$ cat src/rtl/alu_bit_serial_seq.sv
`default_nettype none
// ============================================================================
// Module   : alu_bit_serial_seq
// Purpose  : Bit-serial ALU sequencer, one operand bit per clock, LSB first.
//            Optional signed-overflow output enabled by ALU_SEQ_OVF_EN.
// Revision : 1.0 - initial release
// ============================================================================
module alu_bit_serial_seq #(
  parameter int WIDTH = 8
) (
  input  logic             clk,
  input  logic             rst_n,
  input  logic             start,
  input  logic [WIDTH-1:0] a,
  input  logic [WIDTH-1:0] b,
  input  logic             ainv,
  input  logic             binv,
  input  logic             cinv,
  input  logic [2:0]       op,
  output logic             busy,
  output logic             done,
  output logic [WIDTH-1:0] result,
  output logic             cout,
  output logic             zero
`ifdef ALU_SEQ_OVF_EN
  ,
  output logic             ovf
`endif
);

  localparam int            CW       = (WIDTH > 1) ? $clog2(WIDTH) : 1;
  localparam logic [CW-1:0] c_LAST   = CW'(WIDTH - 1);
  localparam logic [2:0]    c_OP_AND = 3'b000;
  localparam logic [2:0]    c_OP_OR  = 3'b001;
  localparam logic [2:0]    c_OP_XOR = 3'b010;
  localparam logic [2:0]    c_OP_NOR = 3'b011;
  localparam logic [2:0]    c_OP_ADD = 3'b100;

  typedef enum logic [1:0] {
    S_IDLE = 2'd0,
    S_RUN  = 2'd1,
    S_DONE = 2'd2
  } state_t;

  state_t           r_state;
  state_t           w_state_nxt;

  logic [WIDTH-1:0] r_a;
  logic [WIDTH-1:0] r_b;
  logic [WIDTH-1:0] r_sr;
  logic             r_ainv;
  logic             r_binv;
  logic             r_carry;
  logic [2:0]       r_op;
  logic [CW-1:0]    r_cnt;
  logic             r_cout;
  logic             r_zero;

  logic             w_accept;
  logic             w_last;
  logic             w_ai;
  logic             w_bi;
  logic             w_s;
  logic             w_carry_nxt;
  logic             w_is_add;
  logic [WIDTH-1:0] w_sr_nxt;

  assign w_accept    = (r_state == S_IDLE) && start;
  assign w_last      = (r_state == S_RUN) && (r_cnt == c_LAST);
  // Operand copies shift right each bit, so the current bit is always at [0].
  assign w_ai        = r_a[0] ^ r_ainv;
  assign w_bi        = r_b[0] ^ r_binv;
  assign w_is_add    = (r_op == c_OP_ADD);
  assign w_carry_nxt = (w_ai & w_bi) | (r_carry & (w_ai ^ w_bi));
  assign w_sr_nxt    = {w_s, r_sr[WIDTH-1:1]};

  always_comb begin
    w_s = 1'b0;
    case (r_op)
      c_OP_AND: w_s = w_ai & w_bi;
      c_OP_OR:  w_s = w_ai | w_bi;
      c_OP_XOR: w_s = w_ai ^ w_bi;
      c_OP_NOR: w_s = ~(w_ai | w_bi);
      c_OP_ADD: w_s = w_ai ^ w_bi ^ r_carry;
      default:  w_s = 1'b0;
    endcase
  end

  always_ff @(posedge clk) begin
    if (!rst_n) begin
      r_state <= S_IDLE;
    end else begin
      r_state <= w_state_nxt;
    end
  end

  always_comb begin
    w_state_nxt = r_state;
    case (r_state)
      S_IDLE:  if (start) w_state_nxt = S_RUN;
      S_RUN:   if (r_cnt == c_LAST) w_state_nxt = S_DONE;
      S_DONE:  w_state_nxt = S_IDLE;
      default: w_state_nxt = S_IDLE;
    endcase
  end

  always_ff @(posedge clk) begin
    if (!rst_n) begin
      r_a     <= '0;
      r_b     <= '0;
      r_sr    <= '0;
      r_ainv  <= 1'b0;
      r_binv  <= 1'b0;
      r_carry <= 1'b0;
      r_op    <= 3'b000;
      r_cnt   <= '0;
      r_cout  <= 1'b0;
      r_zero  <= 1'b0;
    end else if (w_accept) begin
      r_a     <= a;
      r_b     <= b;
      r_ainv  <= ainv;
      r_binv  <= binv;
      r_op    <= op;
      r_carry <= cinv;
      r_cnt   <= '0;
      r_sr    <= '0;
    end else if (r_state == S_RUN) begin
      r_a     <= r_a >> 1;
      r_b     <= r_b >> 1;
      r_carry <= w_carry_nxt;
      r_cnt   <= r_cnt + CW'(1);
      r_sr    <= w_sr_nxt;
      if (w_last) begin
        r_cout <= w_is_add & w_carry_nxt;
        r_zero <= (w_sr_nxt == '0);
      end
    end
  end

`ifdef ALU_SEQ_OVF_EN
  logic r_ovf;

  // At the last bit, r_carry is the carry into the MSB.
  always_ff @(posedge clk) begin
    if (!rst_n) begin
      r_ovf <= 1'b0;
    end else if (w_last) begin
      r_ovf <= w_is_add & (r_carry ^ w_carry_nxt);
    end
  end

  assign ovf = r_ovf;
`endif

  assign busy   = (r_state == S_RUN);
  assign done   = (r_state == S_DONE);
  assign result = r_sr;
  assign cout   = r_cout;
  assign zero   = r_zero;

endmodule
`default_nettype wire
$ cat config.mk
export PLATFORM = sky130hd
export DESIGN_NAME = alu_bit_serial_seq
export DESIGN_NICKNAME = d
export VERILOG_FILES = /design/src/rtl/alu_bit_serial_seq.sv
export SDC_FILE = /design/constraint.sdc
export NUM_CORES = 1
export LEC_CHECK = 0
export BUFFER_PORTS_ARGS = -buffer_cell sky130_fd_sc_hd__clkbuf_2
export CAP_MARGIN = 15
export CORE_ASPECT_RATIO = 1.75
export CORE_UTILIZATION = 40
export CTS_BUF_LIST = sky130_fd_sc_hd__clkbuf_8
export DETAILED_ROUTE_END_ITERATION = 8
export PLACE_DENSITY_LB_ADDON = 0.2
export SETUP_SLACK_MARGIN = 0.15
export SYNTH_ARGS = -nofsm -noshare
export SYNTH_HDL_FRONTEND = slang
export SYNTH_SLANG_ARGS = --single-unit
$ cat constraint.sdc
create_clock -name clk -period 1.57 [get_ports clk]
set_input_delay 0.3925 -clock clk [delete_from_list [all_inputs] [get_ports clk]]
set_output_delay 0.3925 -clock clk [all_outputs]
set_load 0.02 [all_outputs]
[Word level (Yosys, flattened, before mapping)]
Index checks and enable logic that the tools add are counted.
Operators by class
  reduce and logical (&&, ||, !) cells: 9
  bitwise gates (word level): 12
  add/sub/neg operators: 1
  equal/unequal tests: 9
  mux-type cells: 10
Operators by type and width (number)
  2-to-1 mux 8 bit: 4
  zero test 8 bit: 1
  equality test 3 x 2 -> 1 bit (second input constant): 2
  equality test 3 bit (second input constant): 2
  case mux 1 bit (5 select lines): 1
  2-to-1 mux 2 bit: 2
  case mux 2 bit (2 select lines): 1
  XOR 1 bit: 4
  adder 3 x 1 -> 3 bit (second input constant): 1
  AND 1 bit: 3
  equality test 3 x 1 -> 1 bit (second input constant): 1
  zero test 3 bit: 1
  inverter 1 bit: 3
  AND reduction 3 bit: 1
  equality test 2 x 1 -> 1 bit (second input constant): 1
  equality test 2 bit (second input constant): 1
  logical AND 1 bit: 2
  zero test 2 bit: 1
  2-to-1 mux 1 bit: 2
  != test 2 x 1 -> 1 bit (second input constant): 1
  != test 2 bit (second input constant): 1
  bitwise OR 1 bit: 2
  AND reduction 2 bit: 1
  nonzero test 2 bit: 1
  OR reduction 2 bit: 1
Word-level totals
  input port bits: 25
  bits in registers: 37
  logic and storage cells: 52
  output and inout port bits: 12

[Longest topological paths before layout]
  depth in word-level cells: 6
  depth in mapped cells: 7
  gate-level depth less buffers: 7

[Least setup slack after synthesis]
No wires, ideal clock.
  kind: register to register
  start point: reg r_a[0]
  end point: reg r_sr[7] (netlist: result[7])
  path slack: -0.164 ns
  cell stages (with the launch flop): 8
  clock period less this slack: 1.734 ns
  arrival: 1.586 ns
  data required time: 1.421 ns
  library setup time: 0.149 ns
  buffers on the path: 0
  cell sequence: dfxtp_1 > xnor2_1 > inv_1 > fa_1 > mux2i_1 > nor3_1 > a311oi_1 > a211oi_1
On the way
  cells in the longest elaborated chain, start to end: 4
  elaborated cells on any way between the ends: 7
  those cells by class: 1 x mux; 6 x bitwise
Ends and longest elaborated chain
  start, declared: RTL line 48  | logic [WIDTH-1:0] r_a;
  start signal, assigned: RTL line 129  | r_a <= r_a >> 1;
  XOR 1 bit (*): RTL line 71  | assign w_ai = r_a[0] ^ r_ainv;
  XOR 1 bit or bitwise OR 1 bit (tied branches)
  XOR 1 bit or inverter 1 bit (tied branches): RTL line 84, 83
  case mux 1 bit (5 select lines) (*): RTL line 79  | case (r_op)
  end signal, assigned: RTL line 133  | r_sr <= w_sr_nxt;
  end, declared: RTL line 50  | logic [WIDTH-1:0] r_sr;
Every way passes the cells marked *; elsewhere a longest branch is shown, timed or not.
A chain may end at the register's enable or synchronous reset.

[Worst setup path in the final report]
  start point: reg r_a[0]
  end point: reg r_zero (netlist: zero)
On the way
  cells in the longest elaborated chain, start to end: 5
  elaborated cells on any way between the ends: 8
  those cells by class: 1 x mux; 6 x bitwise; 1 x reduce/logical
Ends and longest elaborated chain
  XOR 1 bit (*): RTL line 71
  XOR 1 bit or bitwise OR 1 bit (tied branches)
  XOR 1 bit or inverter 1 bit (tied branches): RTL line 84, 83
  case mux 1 bit (5 select lines) (*): RTL line 79
  zero test 8 bit (*): RTL line 136  | r_zero <= (w_sr_nxt == '0);
  end signal, assigned: RTL line 136
  end, declared: RTL line 57  | logic r_zero;
Marks and branches as above.

==> reports/qor.yml <==
detailed_routing:
  first_pass_iters: 4
  vias: 1457
  wl_per_cell_um: 11.7
  drt-total-wl_mm: 3.43
  drc: 0
  ant_nets: 0
  via_per_inst: 4.97
  drt-initial-drc-count: 42
synthesis:
  ys_seq_area_share_pct: 46.7
  synth_xor_area_share_pct: 2.21
  synth_top_family_by_area: "simple AND/OR/NAND/NOR gates"
  synth_compound_area_share_pct: 19.4
  syn_avg_cell_area_um2: 8.05
  yosys_warnings: 0
  syn_nets: 227
  yosys.area_share.simple_pct: 22.4
  synth_seq_cells: 37
  syn_area_um2: 1590
  yosys.area_share.adder_pct: 4.42
  synth_mux_area_share_pct: 0.631
  syn_inst: 197
  ys_types: 33
placed_design:
  gp_routability_congestion: 0.694
  port_buffers: 36
  hpwl_mm: 2.39
  dp_slack_ps: -175
pwr:
  leakage_uw: 0.000884
  power_density_nw_per_um2: 1000
  ir_drop_mv: 1.03
  p_clk_share_pct: 34.5
  power.total_uw: 2100
  p_switching_uw: 536
  combinationalPowerShare_pct: 16.4
  swShare_pct: 25.6
  power_frac_seq_pct: 49.1
  power.internal_uw: 1560
worst_setup_path:
  crit_required_ps: 1750
  startpoint_type: "flip-flop"
  crit_chain: "xnor2_2 -> buf_4 -> buf_4 -> ha_1 -> xor2_1 -> nor3b_1 -> a311oi_2 -> a32o_1"
  cpPeakStageDelay_ps: 330
  worstSetupEndpointType: "flip-flop"
  worstPathArrival_ps: 1920
  crit_top_cell: "buf_4"
  startpoint: "r_a[0]$_SDFFE_PN0P_"
  worstPathMaxFanout: 2
  path_class: "reg -> reg"
  r2r_start: "r_a[0]$_SDFFE_PN0P_"
  slowest_stage: "dfxtp_1"
floorplan:
  core_area_um2: 3700
  die_h_um: 85.3
  num_rows: 29
  ios: 37
  die_x_um: 49.6
  die-area_um2: 4230
  start_util_pct: 42.8
clocking:
  htree_levels: 2
  cts_tree: "built"
  cts_made_buffers: 5
  clk_pin_slew_ps: 70
  worstSkewPairLatency_ps: 290
  clockRootBuffer: "clkbuf_8"
  cts.sinks: 37
  cts_max_path_buffers: 2
global_routing:
  grt_pass1_vias: 1331
  grt_pass1_wl_mm: 5.66
  gr-total-overflow: 0
  grt_usage_pct: 17.4
  antenna_found_initial: 0
  grt_max_degree: 31
timing:
  period_share_pct: 110
  setup_ws_ps: -164
  rsz0062_at_grt: "true"
  max_freq_mhz: 577
  fin_crit_ps: 1730
  whs_ps: 327
  hold_violations: 0
  tightest_slew_ps: 397
  maxSlewViolCount: 0
  clock_skew_ps: 4.46
  setup_violations: 2
  slew_headroom_pct: 73.4
worst_hold_path:
  hp-start: "op[1]"
  hold_path.class: "in -> reg"
run_status:
  violations: "negative setup slack"
  outcome: "finished with violations"
final_layout:
  fin_nets: 276
  antenna_cells: 0
  fill_cells: 378
  drive_gt1_share_pct: 33.2
  area_delta_synth_final_pct: 32.3
job:
  drv_cap: 0
-- metrics by stage --
step / cell area [um^2] / setup TNS [ps] / util, % / instances
2_1_floorplan: 1600 / -150 / - / 197
3_3_place_gp: 1880 / -264 / 50.8 / 277
3_5_place_dp: 1880 / -319 / 50.8 / 277
4_1_cts: 2050 / -315 / 55.3 / 291
5_1_grt: 2100 / -468 / 56.7 / 293
6_report: 2100 / -317 / 56.7 / 293
-- power groups by stage --
stage	logic (uW)	registers, uW	clock network (uW)
2_1_floorplan	192	1040	0
3_3_place_gp	299	1050	0
3_5_place_dp	303	1050	0
4_1_cts	327	1030	740
5_1_grt	387	1040	771
6_report	344	1030	723
-- placed cells by master, fill, tap and decap left out, types with 2 or more instances in the layout --
master | Yosys | routed
clkbuf_8 | 0 | 8
buf_4 | 0 | 17
clkbuf_2 | 0 | 35
o21ai_0 | 15 | 15
dfxtp_2 | 0 | 6
nor2b_1 | 2 | 2
ha_1 | 4 | 2
a21oi_1 | 9 | 9
a22oi_1 | 2 | 2
dfxtp_1 | 37 | 30
nand2_1 | 62 | 62
a31oi_1 | 15 | 15
nor2_1 | 7 | 7
and3_1 | 2 | 2
a21boi_0 | 5 | 5
-- kinds of logic after synthesis --
| kind of cell | count (synthesis) |
|---|---|
| simple gates | 83 |
| compound gates | 51 |
| flops | 37 |
| buf+inv | 16 |
| fa+ha+maj | 5 |
| xor+xnor | 4 |
| mux | 1 |
-- worst paths after layout --
check | to | slack (ps) | depth (start not counted)
min reg2reg | cout$_SDFFE_PN0P_ | 450 | 2
min | r_op[1]$_SDFFE_PN0P_ | 330 | 3
max | zero$_SDFFE_PN0P_ | -160 | 8
max reg2reg | zero$_SDFFE_PN0P_ | -160 | 8
-- repair_timing --
action | 4_1_cts | 5_1_grt
pin swaps | 2 | 1
endpoints found under the setup margin | 5 | 9
setup buffers | 6 | 2
hold buffers | 0 | 0
gates resized for setup | 8 | 9
-- cells in the mapped netlist --
cell	number	area, um^2
o21ai_0	15	75.1
a311oi_1	1	8.76
and2b_1	1	7.51
and3_1	2	12.5
a21boi_1	1	7.51
ha_1	4	50.1
clkbuf_1	9	33.8
dfxtp_1	37	741
a32o_1	1	10.0
a21boi_0	5	37.5
a211oi_1	1	7.51
clkinv_2	1	5.00
nand2b_4	1	13.8
nor3b_1	1	7.51
a21oi_1	9	45.0
a22oi_1	2	15.0
nor4_1	1	6.26
buf_2	4	20.0
nand2_2	1	6.26
nor2b_1	2	12.5
and2_1	1	6.26
or2_2	1	6.26
o21a_1	1	7.51
a31oi_1	15	93.8
nand2_1	62	233
xor2_1	2	17.5
xnor2_1	2	17.5
nor3_1	2	10.0
mux2i_1	1	10.0
fa_1	1	20.0
inv_1	2	7.51
or4_1	1	7.51
nor2_1	7	26.3
-- registers in the layout, summed over array words and instances (netlist names) --
signal,flops
r_state,2
r_ainv,1
r_a,8
r_b,8
r_op,3
r_binv,1
r_cnt,3
zero,1
result,8
r_carry,1
cout,1
-- routing by layer --
metal / vias up / wire length (um) / track usage, %
met4: 0 / 57 / 7.01
met2: 42 / 1720 / 30.1
li1: 761 / - / -
met3: 5 / 163 / 5.56
met1: 649 / 1490 / 19.1
met5: - / 0 / 0
-- critical path, delay by kind of cell (launching register included) --
family / cells / cell delay (ps)
compound gates: 2 / 320
xor+xnor: 2 / 280
fa+ha+maj: 1 / 190
buf+inv: 2 / 250
flops: 1 / 330
simple gates: 1 / 260
-- layout make-up --
class / count / area [um^2] / share of cell area, %
clock buffer: 7 / 96.3 / 4.59
clock inverter: 1 / 5.00 / 0.239
inverter: 3 / 16.3 / 0.776
multi-input combinational: 144 / 822 / 39.2
sequential: 37 / 752 / 35.9
tap: 46 / 57.6 / 2.74
timing repair buffer: 55 / 348 / 16.6
Note: power is estimated with default switching activity, not from simulation.
